$ cat src/rtl/dds_pwm_pkg.sv
// Shared types and helpers for the DDS-to-PWM output stage: dead-time FSM
// state encoding, midscale constant and the sample-to-duty conversion.
package dds_pwm_pkg;

  typedef enum logic [1:0] {
    ST_IDLE = 2'd0,
    ST_HI   = 2'd1,
    ST_LO   = 2'd2,
    ST_DEAD = 2'd3
  } pwm_state_t;

  localparam logic [15:0] MIDSCALE = 16'h8000;

  // Offset-binary conversion of a signed sample followed by truncation to the
  // PWM resolution; the caller narrows the result to its counter width.
  function automatic logic [31:0] to_duty(input logic [31:0] sample,
                                          input int data_w,
                                          input int cnt_w);
    logic [31:0] flipped;
    flipped = sample ^ (32'd1 << (data_w - 32'sd1));
    return flipped >> (data_w - cnt_w);
  endfunction

endpackage

$ cat src/rtl/pwm_dead_time_gen.sv
// Complementary half-bridge drive with guaranteed low-low dead time on every
// hi<->lo swap; pulses shorter than the dead time are swallowed.
module pwm_dead_time_gen
  import dds_pwm_pkg::*;
#(
  parameter int DEAD_CYC = 4
) (
  input  logic clk,
  input  logic reset,
  input  logic enable,
  input  logic raw,
  output logic pwm_hi,
  output logic pwm_lo
);

  localparam logic [3:0] DEAD_LOAD = 4'(DEAD_CYC);

  pwm_state_t state_r, state_s;
  logic [3:0] dead_r, dead_s;

  // Next-state logic: the exit decision from DEAD samples raw on the last dead cycle.
  always_comb begin
    state_s = state_r;
    dead_s  = dead_r;
    if (!enable) begin
      state_s = ST_IDLE;
      dead_s  = 4'd0;
    end else begin
      case (state_r)
        ST_IDLE: begin
          state_s = ST_DEAD;
          dead_s  = DEAD_LOAD;
        end
        ST_HI: begin
          if (!raw) begin
            state_s = ST_DEAD;
            dead_s  = DEAD_LOAD;
          end else begin
            state_s = ST_HI;
          end
        end
        ST_LO: begin
          if (raw) begin
            state_s = ST_DEAD;
            dead_s  = DEAD_LOAD;
          end else begin
            state_s = ST_LO;
          end
        end
        ST_DEAD: begin
          if (dead_r <= 4'd1) begin
            dead_s  = 4'd0;
            state_s = raw ? ST_HI : ST_LO;
          end else begin
            dead_s  = dead_r - 4'd1;
            state_s = ST_DEAD;
          end
        end
        default: begin
          state_s = ST_IDLE;
          dead_s  = 4'd0;
        end
      endcase
    end
  end

  // State, dead counter and registered drive outputs.
  always_ff @(posedge clk or posedge reset) begin
    if (reset) begin
      state_r <= ST_IDLE;
      dead_r  <= 4'd0;
      pwm_hi  <= 1'b0;
      pwm_lo  <= 1'b0;
    end else begin
      state_r <= state_s;
      dead_r  <= dead_s;
      pwm_hi  <= (state_s == ST_HI);
      pwm_lo  <= (state_s == ST_LO);
    end
  end

endmodule

$ cat src/rtl/dds_pwm_modulator.sv
// Converts signed DDS samples into a dead-time protected complementary PWM pair;
// samples are double-buffered and only take effect at period boundaries.
module dds_pwm_modulator
  import dds_pwm_pkg::*;
#(
  parameter int DATA_W   = 16,
  parameter int CNT_W    = 10,
  parameter int DEAD_CYC = 4
) (
  input  logic              clk,
  input  logic              reset,
  input  logic              enable,
  input  logic [DATA_W-1:0] sample_in,
  input  logic              sample_valid,
  output logic              sample_ack,
  output logic              period_start,
  output logic              pwm_hi,
  output logic              pwm_lo
);

  localparam logic [CNT_W-1:0] CNT_MAX  = {CNT_W{1'b1}};
  localparam logic [CNT_W-1:0] CNT_ONE  = {{(CNT_W-1){1'b0}}, 1'b1};
  localparam logic [CNT_W-1:0] CNT_ZERO = {CNT_W{1'b0}};
  localparam logic [CNT_W-1:0] HALF     = {1'b1, {(CNT_W-1){1'b0}}};

  logic [CNT_W-1:0] cnt_r;
  logic [CNT_W-1:0] shadow_r;
  logic [CNT_W-1:0] duty_act_r;
  logic [CNT_W-1:0] conv_s;
  logic             wrap_s;
  logic             raw_r;

  assign conv_s = CNT_W'(to_duty(32'(sample_in), DATA_W, CNT_W));
  assign wrap_s = enable && (cnt_r == CNT_MAX);

  // Free-running period counter, parked at zero while disabled.
  always_ff @(posedge clk or posedge reset) begin
    if (reset) begin
      cnt_r <= CNT_ZERO;
    end else if (!enable) begin
      cnt_r <= CNT_ZERO;
    end else begin
      cnt_r <= cnt_r + CNT_ONE;
    end
  end

  // Shadow/active duty; a strobe on the wrap cycle bypasses the shadow.
  always_ff @(posedge clk or posedge reset) begin
    if (reset) begin
      shadow_r   <= HALF;
      duty_act_r <= HALF;
    end else begin
      if (sample_valid) begin
        shadow_r <= conv_s;
      end
      if (wrap_s) begin
        duty_act_r <= sample_valid ? conv_s : shadow_r;
      end
    end
  end

  // Handshake pulses land on the cnt==0 cycle; raw compare is registered.
  always_ff @(posedge clk or posedge reset) begin
    if (reset) begin
      sample_ack   <= 1'b0;
      period_start <= 1'b0;
      raw_r        <= 1'b0;
    end else begin
      sample_ack   <= wrap_s;
      period_start <= wrap_s;
      raw_r        <= enable && (cnt_r < duty_act_r);
    end
  end

  pwm_dead_time_gen #(
    .DEAD_CYC(DEAD_CYC)
  ) u_dead_time (
    .clk    (clk),
    .reset  (reset),
    .enable (enable),
    .raw    (raw_r),
    .pwm_hi (pwm_hi),
    .pwm_lo (pwm_lo)
  );

endmodule

$ cat config.mk
export PLATFORM = sky130hd
export DESIGN_NAME = dds_pwm_modulator
export DESIGN_NICKNAME = d
export VERILOG_FILES = /design/src/rtl/dds_pwm_pkg.sv /design/src/rtl/pwm_dead_time_gen.sv /design/src/rtl/dds_pwm_modulator.sv
export SDC_FILE = /design/constraint.sdc
export NUM_CORES = 1
export LEC_CHECK = 0
export CAP_MARGIN = 10
export CORE_MARGIN = 3
export CORE_UTILIZATION = 30
export CTS_CLUSTER_DIAMETER = 150
export CTS_CLUSTER_SIZE = 40
export DETAILED_ROUTE_END_ITERATION = 7
export GPL_ROUTABILITY_DRIVEN = 0
export PLACE_DENSITY = 0.59
export SYNTH_ARGS = -nofsm -noshare
export SYNTH_HDL_FRONTEND = slang
export SYNTH_SLANG_ARGS = --single-unit
$ cat constraint.sdc
create_clock -name clk -period 2.1 [get_ports clk]
set_input_delay 0.42 -clock clk [delete_from_list [all_inputs] [get_ports clk]]
set_output_delay 0.42 -clock clk [all_outputs]
set_load 0.01 [all_outputs]
* Word level (Yosys, flattened, before mapping)
Cells that the tools add are included.
Operators by class: bitwise gates (word level) 1, order comparisons 2, equality and inequality tests 8, reductions and logical operators 4, $add $sub $neg 2, muxes and demuxes 13
Operators with widths (count):
- 10-bit 2-to-1 mux | 2
- 4-bit 2-to-1 mux | 4
- 4-bit case mux with 4 select lines | 1
- 10-bit by 1-bit adder with 10-bit output, second input constant | 1
- 10-bit == test, second input constant | 1
- 10-bit less-than comparator | 1
- 2-bit 2-to-1 mux | 4
- 2-bit case mux with 4 select lines | 1
- 2-bit == test, second input constant | 3
- 3-bit inequality test, second input constant | 2
- 2-bit by 1-bit == test with 1-bit output, second input constant | 2
- 4-bit by 1-bit less-or-equal comparator with 1-bit output, second input constant | 1
- 4-bit by 1-bit subtractor with 4-bit output, second input constant | 1
- 1-bit logical AND | 2
- 2-bit zero test | 1
- 2-bit AND reduction | 1
- 1-bit 2-to-1 mux | 1
- 1-bit NOT | 1
Word-level totals: flip-flop bits (word level) 40, word-level logic and storage cells 39, output and inout port bits 4, input bits 20

* Logic depth before layout (Yosys ltp)
depth in word-level cells 5, depth in mapped cells 6, gate-level depth less buffers 6

* By module
Synthesis repeated with hierarchy kept, for this count alone.
Unflattened totals: cells, all modules 175, area total of the unflattened synthesis 1975.6 um^2
Modules (own cells, without submodules):
- dds_pwm_modulator | times used 1, area each 1506.4 um^2, seq. area each 803.3 um^2, cells each 130
- pwm_dead_time_gen | times used 1, area each 469.2 um^2, seq. area each 200.2 um^2, cells each 45

* Worst setup path before layout
OpenSTA, ideal clock, no wires.
kind register to register, start point register cnt_r[7], end point register raw_r, data required time 2014 ps, library setup time 86 ps, data arrival time 1414 ps, clock period less this slack 1500 ps, buffers on the path 0, setup slack 600 ps, cell stages (with the launch flop) 6, cell sequence dfrtp_1 ha_1 a211oi_1 nor2_1 or3_1 nor3_1
On the way: word-level cells in the longest chain between the ends 2
Ends and longest elaborated chain:
- from (decl) | line dds_pwm_modulator.sv:26 | logic [CNT_W-1:0] cnt_r;
- from (signal assigned) | line dds_pwm_modulator.sv:43 | cnt_r <= cnt_r + CNT_ONE;
- 10-bit less-than comparator | line dds_pwm_modulator.sv:71 | raw_r <= enable && (cnt_r < duty_act_r);
- 1-bit logical AND | line dds_pwm_modulator.sv:71
- to (signal assigned) | line dds_pwm_modulator.sv:71
- to (decl) | line dds_pwm_modulator.sv:31 | logic raw_r;
No other way between the ends. A chain may end at the register's enable or synchronous reset.

* Worst setup path after layout
start point input enable, end point register duty_act_r[8]
On the way: word-level cells in the longest chain between the ends 1
Ends and longest elaborated chain:
- from (decl) | line dds_pwm_modulator.sv:12 | input logic enable,
- 1-bit logical AND | line dds_pwm_modulator.sv:34 | assign wrap_s = enable && (cnt_r == CNT_MAX);
- to (signal assigned) | line dds_pwm_modulator.sv:57 | duty_act_r <= sample_valid ? conv_s : shadow_r;
- to (decl) | line dds_pwm_modulator.sv:28 | logic [CNT_W-1:0] duty_act_r;
No other way between the ends.

==> results.cfg <==
[status]
status = finished, final reports clean

[detailed_routing]
num_vias = 1207
routedWlPerCell_um = 12.2
drtIter0Drc = 57
viasPerCell = 4.61
drt_wl_total_mm = 3.20
drt-pass1-iter-count = 4
drc_errors = 0
antenna_left = 0

[critical_path]
crit_type = primary input to flip-flop
crit_fanout = 6
cp-start-kind = primary input
r2r_cells = 5
cpMaxStageDelayCell = clkdlybuf4s50_1
timing.rr.start = cnt_r[7]$_DFF_PP0_
cp_data_required_time_ps = 2280
cp.arrival_ps = 1820
reg2reg_slack_ps = 460
end_kind = flip-flop
critPathMaxStageDelay_ps = 600
r2r_end = raw_r$_DFF_PP0_
crit_chain = clkdlybuf4s50_1 -> nand3_1 -> nor2_4 -> buf_4 -> mux2_2

[clock_tree]
cts_hold_buffers = 0
root_buffer = clkbuf_8
numCtsBuffers = 5
clock_path_buffers = 2
cts.sinks = 40
clkLatencyLatePin_ps = 290
cts_tree = yes
htreeDepth = 2
cts_setup_buffers = 0
clk_pin_slew_ps = 70
cts_resized = 0

[grt]
grt_use_met2_pct = 14.2
grt_use_met1_pct = 12.9
grt_pass1_wl_mm = 5.56
grt_util_met3_pct = 3.33
grt_overflow_total = 0
top_usage_layer = met2
grt_usage_pct = 9.57
first_global_vias = 1190
antenna_found_initial = 0
grt_max_degree = 41

[layout]
layout-drive-gt1-share_pct = 18.7
nets = 219
fillers = 624
syn2layout_area_growth_pct = 18.2
stdcell_area_um2 = 2290
stdcell_count = 262
antenna_cells = 0
finish.utilization_pct = 37.6

[synth]
yosysWarningCount = 0
yosysSeqAreaShare_pct = 51.7
synth_xor_area_share_pct = 4.06
ys_ff_latch = 40
syn_nets = 194
synth_area_um2 = 1940
async_flop_share_pct = 100
ys.flop_type = dfrtp_1
synth.area.top_cells = dfrtp_1, ha_1, mux2_4, mux2_2, xor2_1
muxShareOfSynthArea_pct = 13.8
syn-mean-instance-area_um2 = 12.0
synthAdderAreaFrac_pct = 7.74
ys_types = 34
synth_edf_count = 0
netlist_instances = 162
synth_top_family_by_area = multiplexers
synth_simple_gate_area_share_pct = 12.3
synth_top_area_cell = dfrtp_1
synthDominantCellAreaShare_pct = 49.0
synth_compound_area_share_pct = 5.09

[hold_path]
worstHoldPathCells = 1
holdCritPathClass = flip-flop to flip-flop
min_from = cnt_r[0]$_DFF_PP0_
holdPathEnd = cnt_r[0]$_DFF_PP0_

[floorplan]
core_um2 = 6100
rows = 28
start_util_pct = 31.8
die_y_um = 86.4
io_pins = 24
die_w_um = 86.4
die_area_um2 = 7470

[timing]
worstMarginPinSlew_ps = 503
slew_headroom_pct = 66.4
max_freq_ghz = 0.610
tns_ps = 0
hold_viol = 0
fin_ws_ps = 460
hold_ws_ps = 492
layout_min_cycle_time_ps = 1640
fin_crit_sh_pct = 78.1
finalSetupViolCount = 0
final_max_slew_viol_count = 0
fin_skew_ps = 6.47
grt_setup_unrepaired = false

[power_and_ir_drop]
vdd_drop_max_uv = 338
power_leakage_nw = 1.02
total_power_mw = 1.47
powerDensity_nw_per_um2 = 642

[placed_design]
dp.cells = 255
place_worst_setup_slack_ps = 160
postPlaceCellArea_um2 = 2210
numPortBuffers = 17
post-dp-hpwl_mm = 2.28

[job]
maxCapViolCount = 0
worst max-delay path, delay by kind of cell:
family | cells | cell delay (ps)
and+or+nand+nor | 2 | 310
muxes | 1 | 330
buffers and inverters | 2 | 760
Yosys cell counts (4+ instances only):
master / instances
dfrtp_1: 38
inv_1: 16
nor2_1: 14
ha_1: 12
mux2_2: 9
mux2_4: 9
xor2_1: 7
nand4_1: 6
a21oi_1: 5
nand2_1: 5
nor3_1: 5
and2_1: 4
nand3_1: 4
cells in the final DEF (no fill, tap or decap):
master / count
mux2_1: 1
nand3_4: 1
dfstp_2: 2
nand2_1: 5
nor3_1: 5
clkbuf_8: 5
a211o_1: 2
nand4_1: 6
nand2b_1: 1
mux2_2: 9
ha_1: 12
clkinvlp_4: 1
mux2_4: 9
buf_12: 1
clkdlybuf4s50_1: 17
clkinv_2: 1
a31oi_1: 1
nor2_1: 14
inv_1: 16
and4_4: 1
xnor2_1: 2
xor2_1: 7
dfrtp_1: 38
nand3b_1: 1
or3_1: 1
buf_4: 4
and2_1: 4
nand3_1: 4
mux2i_1: 2
o22ai_1: 2
nor2_4: 1
o21ai_1: 2
a21o_1: 1
a21oi_1: 5
a211oi_1: 2
o21ai_0: 1
report_power, final:
part | leakage (nW) | switching, mW | internal [mW] | total (mW)
Combinational | 0.458 | 0.0712 | 0.0780 | 0.149
Sequential | 0.522 | 0.0248 | 0.806 | 0.831
Clock | 0.0400 | 0.266 | 0.225 | 0.491
Total | 1.02 | 0.362 | 1.11 | 1.47
per-layer routing:
metal  up-vias  wire [µm]
met5         -          0
met4         0         36
met3         5        150
met2        18       1350
met1       582       1660
li1        602          -
state kept, by name, summed over array words and instances (netlist names):
register,count
u_dead_time.pwm_lo,1
cnt_r,10
duty_act_r,10
period_start,1
shadow_r,10
u_dead_time.state_r,2
raw_r,1
u_dead_time.dead_r,4
u_dead_time.pwm_hi,1
cell type report:
type / instances / area [µm²] / area share [%]
Sequential cell: 40 / 1000 / 43.8
Multi-Input combinational cell: 102 / 835 / 36.4
Timing Repair Buffer: 22 / 220 / 9.60
Tap cell: 75 / 93.8 / 4.09
Clock buffer: 5 / 68.8 / 3.00
Inverter: 16 / 60.1 / 2.62
Clock inverter: 2 / 12.5 / 0.546
how the worst max path moves through the flow:
stage                       start                         to  slack [ps]  cells past startpoint
2_1_floorplan  cnt_r[7]$_DFF_PP0_            raw_r$_DFF_PP0_         600                      5
3_3_place_gp               enable  duty_act_r[8]$_DFFE_PP0P_         180                      5
3_5_place_dp               enable  duty_act_r[8]$_DFFE_PP0P_         160                      5
4_1_cts        cnt_r[7]$_DFF_PP0_            raw_r$_DFF_PP0_         440                      5
5_1_grt        cnt_r[7]$_DFF_PP0_            raw_r$_DFF_PP0_         310                      5
6_report                   enable  duty_act_r[8]$_DFFE_PP0P_         460                      5
cell families (layout without fill, tap and decap cells):
group / after synthesis / in the layout
XOR/XNOR: 9 / 9
adder cells (fa/ha/maj): 12 / 12
buffers and inverters: 20 / 45
flip-flops: 40 / 40
AND/OR/NAND/NOR: 44 / 44
AO/OA/AOI/OAI: 16 / 16
multiplexers: 21 / 21
No activity file was read; power rests on OpenSTA's default activity.
